`src/rtl/reset_flag_pkg.sv`:
```
// reset_flag_pkg
//   Shared definitions for the top-level reset flag generator and the
//   per-domain receivers: the mode encoding, the flag priority decode and
//   an overlap test for the flag bundle.
package reset_flag_pkg;

    typedef enum logic [1:0] {
        MODE_HALT = 2'd0,
        MODE_RST  = 2'd1,
        MODE_INIT = 2'd2,
        MODE_RUN  = 2'd3
    } reset_mode_t;

    // Priority decode: reset beats initialize beats run.
    function automatic reset_mode_t flags_to_mode(input logic rst,
                                                  input logic init,
                                                  input logic en);
        if (rst)
            return MODE_RST;
        else if (init)
            return MODE_INIT;
        else if (en)
            return MODE_RUN;
        else
            return MODE_HALT;
    endfunction

    // True when more than one flag of the bundle is high.
    function automatic logic flags_overlap(input logic rst,
                                           input logic init,
                                           input logic en);
        return (rst & init) | (rst & en) | (init & en);
    endfunction

endpackage

```
`src/rtl/flag_sync_chain.sv`:
```
// flag_sync_chain
//   STAGES-deep single-bit synchronizer with synchronous clear.
//   Ports:
//     clk  - destination clock
//     clr  - synchronous clear, active-high, empties every stage
//     d    - asynchronous input bit
//     q    - synchronized output (last stage)
module flag_sync_chain #(
    parameter int STAGES = 2
) (
    input  logic clk,
    input  logic clr,
    input  logic d,
    output logic q
);

    logic [STAGES-1:0] stages;

    always_ff @(posedge clk) begin
        if (clr)
            stages <= '0;
        else
            stages <= {stages[STAGES-2:0], d};
    end

    assign q = stages[STAGES-1];

endmodule

```
`src/rtl/reset_flag_domain_rx.sv`:
```
// reset_flag_domain_rx
//   Domain-side receiver for the top-level reset flag bundle. Synchronizes
//   clk_en/sync_rst/init into the local clock, decodes them by priority into
//   one command, runs a HALT/RST/INIT/RUN state machine with a minimum reset
//   hold, and acknowledges once the mode has been stable long enough.
//
//   Ports:
//     clk             - domain clock
//     sync_rst        - local synchronous reset, active-high
//     clk_en_in       - run flag from the generator (asynchronous)
//     sync_rst_in     - reset flag from the generator (asynchronous)
//     init_in         - initialize flag from the generator (asynchronous)
//     clk_en_out      - local clock enable (state RUN)
//     sync_rst_out    - local synchronous reset (state RST)
//     init_out        - local initialize flag (state INIT)
//     sync_ack_out    - settled acknowledge back to the generator
//     flag_err_out    - sticky overlap flag (RESET_FLAG_RX_ERRCNT_EN only)
//     flag_err_count  - saturating overlap count (RESET_FLAG_RX_ERRCNT_EN only)
//
//   Optional feature macro: RESET_FLAG_RX_ERRCNT_EN
import reset_flag_pkg::*;

module reset_flag_domain_rx #(
    parameter int SYNCSTAGES      = 2,
    parameter int SETTLECYCLES    = 4,
    parameter int RESETHOLDCYCLES = 3,
    parameter int ERRCNTWIDTH     = 8
) (
    input  logic                   clk,
    input  logic                   sync_rst,
    input  logic                   clk_en_in,
    input  logic                   sync_rst_in,
    input  logic                   init_in,
    output logic                   clk_en_out,
    output logic                   sync_rst_out,
    output logic                   init_out,
    output logic                   sync_ack_out
`ifdef RESET_FLAG_RX_ERRCNT_EN
    ,
    output logic                   flag_err_out,
    output logic [ERRCNTWIDTH-1:0] flag_err_count
`endif
);

    localparam int HOLD_W   = $clog2(RESETHOLDCYCLES + 1);
    localparam int SETTLE_W = $clog2(SETTLECYCLES + 1);
    localparam logic [HOLD_W-1:0]   HOLD_LAST  = HOLD_W'(RESETHOLDCYCLES - 1);
    localparam logic [SETTLE_W-1:0] SETTLE_MAX = SETTLE_W'(SETTLECYCLES);

    generate
        if (SYNCSTAGES < 2 || SETTLECYCLES < 1 || RESETHOLDCYCLES < 1 || ERRCNTWIDTH < 1) begin : g_bad_param
            $error("reset_flag_domain_rx: parameter out of range");
        end
    endgenerate

    logic en_s, rst_s, init_s;

    flag_sync_chain #(.STAGES(SYNCSTAGES)) u_sync_en (
        .clk (clk), .clr (sync_rst), .d (clk_en_in),   .q (en_s)
    );
    flag_sync_chain #(.STAGES(SYNCSTAGES)) u_sync_rst (
        .clk (clk), .clr (sync_rst), .d (sync_rst_in), .q (rst_s)
    );
    flag_sync_chain #(.STAGES(SYNCSTAGES)) u_sync_init (
        .clk (clk), .clr (sync_rst), .d (init_in),     .q (init_s)
    );

    reset_mode_t         state;
    reset_mode_t         cmd;
    reset_mode_t         next_state;
    logic [HOLD_W-1:0]   hold_cnt;
    logic [HOLD_W-1:0]   next_hold;
    logic [SETTLE_W-1:0] settle_cnt;
    logic [SETTLE_W-1:0] next_settle;
    logic                hold_block;
    logic                state_change;

    always_comb begin
        cmd          = flags_to_mode(rst_s, init_s, en_s);
        // RST cannot be left until it has been held for the minimum time.
        hold_block   = (state == MODE_RST) && (hold_cnt < HOLD_LAST);
        next_state   = state;
        if (cmd != state && !hold_block)
            next_state = cmd;
        state_change = (next_state != state);

        next_hold = hold_cnt;
        if (state_change)
            next_hold = '0;
        else if (state == MODE_RST && hold_cnt != HOLD_LAST)
            next_hold = hold_cnt + 1'b1;

        // A pending command (even one blocked by the hold) keeps the mode
        // unsettled.
        next_settle = settle_cnt;
        if (state_change || cmd != state)
            next_settle = '0;
        else if (settle_cnt != SETTLE_MAX)
            next_settle = settle_cnt + 1'b1;
    end

    // Outputs are registered from the next state so they change on the same
    // edge as the state itself (SYNCSTAGES+1 cycles after an input edge).
    always_ff @(posedge clk) begin
        if (sync_rst) begin
            state        <= MODE_HALT;
            hold_cnt     <= '0;
            settle_cnt   <= '0;
            clk_en_out   <= 1'b0;
            sync_rst_out <= 1'b0;
            init_out     <= 1'b0;
            sync_ack_out <= 1'b0;
        end else begin
            state        <= next_state;
            hold_cnt     <= next_hold;
            settle_cnt   <= next_settle;
            clk_en_out   <= (next_state == MODE_RUN);
            sync_rst_out <= (next_state == MODE_RST);
            init_out     <= (next_state == MODE_INIT);
            sync_ack_out <= (next_settle == SETTLE_MAX) && (next_state != MODE_HALT);
        end
    end

`ifdef RESET_FLAG_RX_ERRCNT_EN
    logic overlap;

    assign overlap = flags_overlap(rst_s, init_s, en_s);

    always_ff @(posedge clk) begin
        if (sync_rst) begin
            flag_err_out   <= 1'b0;
            flag_err_count <= '0;
        end else if (overlap) begin
            flag_err_out <= 1'b1;
            if (flag_err_count != {ERRCNTWIDTH{1'b1}})
                flag_err_count <= flag_err_count + 1'b1;
        end
    end
`endif

endmodule

```
`config.mk`:
```
export PLATFORM = sky130hd
export DESIGN_NAME = reset_flag_domain_rx
export DESIGN_NICKNAME = d
export VERILOG_FILES = /design/src/rtl/reset_flag_pkg.sv /design/src/rtl/flag_sync_chain.sv /design/src/rtl/reset_flag_domain_rx.sv
export SDC_FILE = /design/constraint.sdc
export NUM_CORES = 1
export LEC_CHECK = 0
export CAP_MARGIN = 25
export CELL_PAD_IN_SITES_DETAIL_PLACEMENT = 0
export CELL_PAD_IN_SITES_GLOBAL_PLACEMENT = 1
export CORE_MARGIN = 2
export CORE_UTILIZATION = 45
export CTS_BUF_LIST = sky130_fd_sc_hd__clkbuf_8
export DETAILED_ROUTE_END_ITERATION = 16
export GPL_TIMING_DRIVEN = 0
export HOLD_SLACK_MARGIN = 0.1
export PLACE_DENSITY_LB_ADDON = 0.1
export SLEW_MARGIN = 20
export SYNTH_ARGS = -nofsm -noshare
export SYNTH_HDL_FRONTEND = slang
export SYNTH_SLANG_ARGS = --single-unit
```
`constraint.sdc`:
```
create_clock -name clk -period 2.35 [get_ports clk]
set_clock_uncertainty 0.05 [all_clocks]
set_input_delay 0.47 -clock clk [delete_from_list [all_inputs] [get_ports clk]]
set_output_delay 0.47 -clock clk [all_outputs]
set_load 0.1 [all_outputs]
```
Yosys cells after proc, flatten, opt, wreduce, memory -nomap -nowiden --
Cells that the tools add are included.
Storage, ports and cells: output and inout port bits 4, word-level logic and storage cells 36, register bits after elaboration 17
Operators by class: equal/unequal tests 9, reduce and logical (&&, ||, !) cells 8, add/sub/neg operators 2, muxes and demuxes 6, order comparisons 1
Operator list (count):
- 2-bit two-way mux | 4
- 3-bit two-way mux | 2
- 2-bit by 1-bit == test with 1-bit output (second input constant) | 2
- 2-bit == test (second input constant) | 2
- 1-bit logical AND | 4
- 2-bit inequality test | 2
- 3-bit by 1-bit adder with 3-bit output (second input constant) | 1
- 3-bit == test (second input constant) | 1
- 3-bit inequality test (second input constant) | 1
- 2-bit by 1-bit adder with 2-bit output (second input constant) | 1
- 2-bit less-than comparator (second input constant) | 1
- 2-bit inequality test (second input constant) | 1
- 2-bit nonzero test | 1
- 2-bit OR reduction | 1
- 1-bit zero test | 1
- 1-bit logical OR | 1

Longest topological paths before layout --
Gate-level depths: netlist (run 1).
depth after elaboration 11, gate-level depth with buffers 6, depth with buffers taken out 6

Hierarchy --
From an unflattened synthesis (run 1), not the netlist that was laid out.
Unflattened totals: cells, all modules 72, area, all modules 695.7 sq um
By module, submodules not included:
- reset_flag_domain_rx | cells an instance 60, area an instance 538.0 sq um, instances 1, sequential area each 220.2 sq um
- flag_sync_chain | cells an instance 4, area an instance 52.6 sq um, instances 3, sequential area each 40.0 sq um

Least setup slack after synthesis (run 1) --
OpenSTA, ideal clock, no wires.
path kind register to output, start point register clk_en_out, end point output port clk_en_out, setup slack 921 ps, stages on the path, launching flop included 1, data arrival time 909 ps, data required time 1830 ps, path buffers 0, path through dfxtp_1
RTL lines:
- from (decl) | RTL line reset_flag_domain_rx.sv:34 | output logic clk_en_out,
- from (signal assigned) | RTL line reset_flag_domain_rx.sv:117 | clk_en_out <= (next_state == MODE_RUN);
No word-level cell between the ends.

Worst setup path in the final report (run 1) --
start point register sync_ack_out, end point output port sync_ack_out
RTL lines:
- from (decl) | RTL line reset_flag_domain_rx.sv:37 | output logic sync_ack_out
- from (signal assigned) | RTL line reset_flag_domain_rx.sv:120 | sync_ack_out <= (next_settle == SETTLE_MAX) && (next_state != MODE_HALT);
No word-level cell between the ends.

==> results.json, run 1 <==
{
  "numCtsBuffers": 3,
  "synth_warnings": 0,
  "ant_nets": 0,
  "drv_slew": 0,
  "wl_um": 1054,
  "fmaxAchievable_ghz": 0.4552,
  "synth_cell_types": 25,
  "die-area_um2": 1852,
  "hold_path.class": "flop to flop",
  "layout_min_cycle_time_ns": 2.197,
  "yosysMostFrequentCell": "dfxtp_1",
  "ys.flop_type": "dfxtp_1",
  "dp_cells": 97,
  "insertion_delay_ns": 0.25,
  "drc": 0,
  "io_pins": 9,
  "overflow": 0,
  "drive_above_1_share_pct": 7.059,
  "grt_usage_pct": 13.82,
  "numPortBuffers": 8,
  "finalNetCount": 94,
  "vias_per_cell": 4.931,
  "cts_tree": "built",
  "die_h_um": 43.04,
  "syn-num-nets": 81,
  "fin_ws_ns": 0.1529,
  "dpl.hpwl_um": 809.9,
  "htreeDepth": 1,
  "grt_pass1_vias": 441,
  "antenna_found_initial": 0,
  "initial_utilization_pct": 46.60,
  "die_x_um": 43.04,
  "core_area_um2": 1471,
  "synth_commonest_cells": "17 x dfxtp_1, 10 x nor2_1, 8 x nor2b_1, 8 x nor3_1, 4 x inv_1",
  "wl_per_cell_um": 10.44,
  "path_clk_slew_ns": 0.07,
  "ys_seq_area_share_pct": 49.64,
  "cap_violations": 0,
  "yosys-top-cells-area": "dfxtp_1 50%, nor2b_1 7.3%, nor3_1 5.8%",
  "final-setup-viol-count": 0,
  "crit_family": "buffers and inverters",
  "critical_path.max_stage_delay_ns": 1.12,
  "cp-end-kind": "output port",
  "ir_drop_v": 0.0003652,
  "dr.pass1.iters": 3,
  "setup_tns_ns": 0,
  "grt_max_degree": 11,
  "ys_seq_elements": 17,
  "cts.sinks": 17,
  "rows": 14,
  "netlist.area_leader.share_pct": 49.64,
  "rsz0062_at_grt": "false",
  "p_leak_nw": 0.3139,
  "drtIter0Drc": 1,
  "clockBufferDepth": 2,
  "insertedDiodeCount": 0,
  "tightest_slew_ns": 0.9637,
  "power.density_nw_per_um2": 731.3,
  "period_share_pct": 93.49,
  "hold_viol_final": 0,
  "synth_edf_count": 0,
  "cts_root_buf": "clkbuf_8",
  "outcome": "complete, no violations",
  "ctsHoldBuffers": 0,
  "syn_to_final_growth_pct": 21.35,
  "vias": 498,
  "synth_cells": 73,
  "ys_async_sr_fraction_pct": 0,
  "pre_cts_ws_ns": 0.4200,
  "gp_congestion": 0.6847,
  "path_max_fanout": 1,
  "synth_top_cell_by_area": "dfxtp_1",
  "cp_data_arrival_time_ns": 1.68,
  "power.total_w": 0.0006084,
  "synth.avg_cell_area_um2": 9.393,
  "critPathBufInv": 1,
  "grt_pass1_wl_um": 1883,
  "path_class": "flop to output port",
  "fin_cells": 101,
  "synth_area_um2": 685.7,
  "slew_headroom_pct": 35.55,
  "cp-start-kind": "flop",
  "cts_setup_buffers": 0,
  "ctsResizeCount": 0,
  "critPathRequiredTime_ns": 1.83,
  "crit_slowest_cell": "clkdlybuf4s50_1",
  "path_cells": "clkdlybuf4s50_1"
}
==> per-layer routing <==
| layer | global-route usage [%] | vias to the layer above | routed length (µm) |
|---|---|---|---|
| met2 | 20.61 | 8 | 452 |
| met4 | 9.091 | 0 | 9 |
| met5 | 0 | - | 0 |
| met1 | 17.29 | 214 | 556 |
| li1 | - | 274 | - |
| met3 | 3.830 | 2 | 35 |
==> power breakdown <==
part,switching [W],internal [W]
Clock,0.0000939,0.000117
Combinational,0.0000466,0.0000349
Sequential,0.0000126,0.000303
==> flip-flops by register name (all words and copies together) (netlist names), 2 cells and up <==
register / cells
hold_cnt: 2
settle_cnt: 3
state: 2
u_sync_en.stages: 2
u_sync_init.stages: 2
u_sync_rst.stages: 2
==> metrics by stage <==
step                area, µm²  hold slack, ns  utilization, %
finish                  832.0          0.3824           56.55
detailed placement      785.8          0.3720           53.40
global placement        785.8          0.3683           53.40
global route            832.0          0.4134           56.55
floorplan               685.7          0.3638               -
CTS                     832.0          0.3873           56.55
==> area by class of cell <==
type | count | area [µm²]
buffer | 1 | 3.754
timing repair buffer | 8 | 80.08
clock buffer | 3 | 41.29
sequential | 17 | 340.3
multi-input combinational | 51 | 326.6
clock inverter | 1 | 5.005
fill | 133 | 639.4
tap | 16 | 20.02
inverter | 4 | 15.01
==> cell families (layout without fill, tap and decap cells) <==
group	after synthesis	after routing	synth area share (%)
XOR/XNOR	2	2	2.555
buffers and inverters	5	17	2.736
multiplexers	1	1	1.460
AO/OA/AOI/OAI	7	7	6.933
AND/OR/NAND/NOR	38	38	31.21
adder cells (fa/ha/maj)	3	3	5.475
flip-flops	17	17	49.64
==> cells in the final DEF, fill, tap and decap left out <==
cell type        synthesis  routed
nor4_2                   1       1
a211oi_1                 1       1
o21a_1                   1       1
and2_1                   1       1
a21oi_1                  1       1
dfxtp_1                 17      17
nor3b_1                  2       2
clkinv_2                 0       1
nand2_1                  2       2
o2bb2ai_1                1       1
nor4_1                   1       1
clkdlybuf4s50_1          0       8
xnor2_1                  2       2
nor2_1                  10      10
o21ai_1                  1       1
or3_1                    1       1
clkbuf_8                 0       3
nor2b_1                  8       8
nor3_1                   8       8
inv_1                    4       4
nand3b_1                 1       1
mux2i_1                  1       1
o31a_1                   1       1
clkbuf_1                 1       1
o21ai_0                  1       1
ha_1                     3       3
and4bb_2                 1       1
nand2b_1                 2       2
==> worst paths after layout <==
check / start / endpoint / slack, ns / cells after the start
worst max-delay path: sync_ack_out / sync_ack_out / 0.15 / 1
worst min-delay path: u_sync_init.stages[0] / u_sync_init.stages[1] / 0.38 / 1
worst max register to register: settle_cnt[0] / sync_ack_out / 0.90 / 6
worst min register to register: u_sync_init.stages[0] / u_sync_init.stages[1] / 0.38 / 1
No activity file was read; power rests on OpenSTA's default activity.
==> run 2: changes to the inputs <==
Settings changed: CORE_UTILIZATION 45 to 38.
Clock period 2.35 ns to 1.8 ns, I/O delays scaled along.
==> run 2 against run 1 <==
  * Critical path depth unchanged
  * Register-to-register slack worse by 0.58 ns
  * Clock-buffer cell count unchanged
  * Combinational power up 28%
  * Cell area up 0.75%
  * Sequential share of layout area down 0.31 points
  * Largest power group unchanged
==> results.json, run 2 (synthesis results as in run 1) <==
{
  "path_clk_slew_ns": 0.06,
  "drv_slew": 0,
  "power.density_nw_per_um2": 942.0,
  "wl_um": 1039,
  "rsz0062_at_grt": "false",
  "numCtsBuffers": 3,
  "fillers": 174,
  "place_area_um2": 797.0,
  "drc": 0,
  "die_h_um": 46.48,
  "critPathBufInv": 1,
  "ctsHoldBuffers": 0,
  "p_leak_nw": 0.3184,
  "vias_per_cell": 4.655,
  "reg2reg_slack_ns": 0.32,
  "overflow": 0,
  "cts_root_buf": "clkbuf_8",
  "hp-start": "u_sync_init.stages[0]",
  "syn_to_final_growth_pct": 22.26,
  "seq_area_um2": 340.3,
  "grt_max_degree": 11,
  "cp-start-kind": "flop",
  "path_cells": "clkdlybuf4s15_1",
  "multi_input_area_um2": 326.6,
  "insertedDiodeCount": 0,
  "layout_min_cycle_time_ns": 1.768,
  "regToRegEndpoint": "sync_ack_out",
  "cts_setup_buffers": 0,
  "cp_data_arrival_time_ns": 1.36,
  "drive_above_1_share_pct": 8.235,
  "power.total_w": 0.0007897,
  "r2r_cells": 6,
  "initial_utilization_pct": 40.15,
  "critPathRequiredTime_ns": 1.39,
  "utilization_pct": 49.08,
  "die-area_um2": 2160,
  "period_share_pct": 98.21,
  "critical_path.max_stage_delay_ns": 0.81,
  "gp_congestion": 0.6906,
  "final_cell_mix": "17 x dfxtp_1, 10 x nor2_1, 8 x nor2b_1, 8 x nor3_1",
  "slew_headroom_pct": 37.23,
  "vias": 512,
  "rows": 15,
  "drtIter0Drc": 3,
  "wl_per_cell_um": 9.445,
  "r2r_start": "settle_cnt[0]",
  "largest_register": "settle_cnt",
  "htreeDepth": 1,
  "holdPathStages": 1,
  "hold_path.class": "flop to flop",
  "cts_tree": "built",
  "grt_pass1_wl_um": 1766,
  "cts.sinks": 17,
  "clockBufferDepth": 2,
  "dp_cells": 106,
  "cp-end-kind": "output port",
  "largest_reg_flops": 3,
  "path_class": "flop to output port",
  "cap_violations": 0,
  "path_max_fanout": 1,
  "dr.pass1.iters": 4,
  "ctsResizeCount": 7,
  "layout_commonest_cell": "dfxtp_1",
  "grt_pass1_vias": 436,
  "ant_nets": 0,
  "fin_area_um2": 838.3,
  "crit_slowest_cell": "clkdlybuf4s15_1",
  "core_area_um2": 1708,
  "dpl.hpwl_um": 768.1,
  "worstHoldEndpoint": "u_sync_init.stages[1]",
  "ir_drop_v": 0.0006511,
  "insertion_delay_ns": 0.24,
  "antenna_found_initial": 0,
  "io_pins": 9,
  "hold_viol_final": 0,
  "numPortBuffers": 8,
  "fin_cells": 110,
  "outcome": "complete, no violations",
  "tightest_slew_ns": 0.9452,
  "holdWs_ns": 0.3886,
  "final-setup-viol-count": 0,
  "finalNetCount": 94,
  "grt_usage_pct": 11.99,
  "crit_family": "buffers and inverters",
  "die_x_um": 46.48,
  "fmaxAchievable_ghz": 0.5657
}
run 2: changes by cell type in the layout (fill, tap and decap cells not counted):
cell / change
clkdlybuf4s50_1: -4
clkdlybuf4s15_1: +3
clkbuf_2: +1
run 2: through the flow:
step | setup TNS [ns] | setup slack [ns]
2_1_floorplan | 0 | 0.4704
3_3_place_gp | -0.06069 | -0.01983
3_5_place_dp | -0.04789 | -0.01621
4_1_cts | 0 | 0.001751
5_1_grt | 0 | 0.001554
6_report | 0 | 0.03228
run 2: worst max path at each step:
stage	from	endpoint	slack [ns]	cells past startpoint
floorplan	settle_cnt[0]	sync_ack_out	0.47	6
detailed placement	sync_rst_out	sync_rst_out	-0.02	1
global route	init_out	init_out	0.002	1
finish	init_out	init_out	0.03	1
CTS	clk_en_out	clk_en_out	0.002	1
global placement	init_out	init_out	-0.02	1
run 2: per-layer routing:
metal / vias to the layer above / wire, µm / track usage [%]
met4: 0 / 10 / 5.143
met5: - / 0 / 0
met3: 2 / 53 / 4.706
met1: 227 / 510 / 13.40
met2: 10 / 464 / 20.00
li1: 273 / - / -
run 2: power breakdown:
| part | internal [W] | leakage, nW | switching (W) |
|---|---|---|---|
| clock | 0.000153 | 0.0255 | 0.000120 |
| combinational | 0.0000435 | 0.154 | 0.0000607 |
| sequential | 0.000396 | 0.139 | 0.0000166 |
| total | 0.000592 | 0.318 | 0.000197 |
run 2: area by class of cell:
class	instances	share of cell area, %
clock buffer	3	4.925
inverter	4	1.791
buffer	1	0.4478
clock inverter	1	0.5970
sequential	17	40.60
tap	25	3.731
timing repair buffer	8	8.955
multi-input combinational	51	38.96
==> run 3: changes to the inputs <==
Settings changed: HOLD_SLACK_MARGIN 0.1 to default.
==> results of run 3 <==
The final DEF is identical to that of run 2; final timing and power are the same.
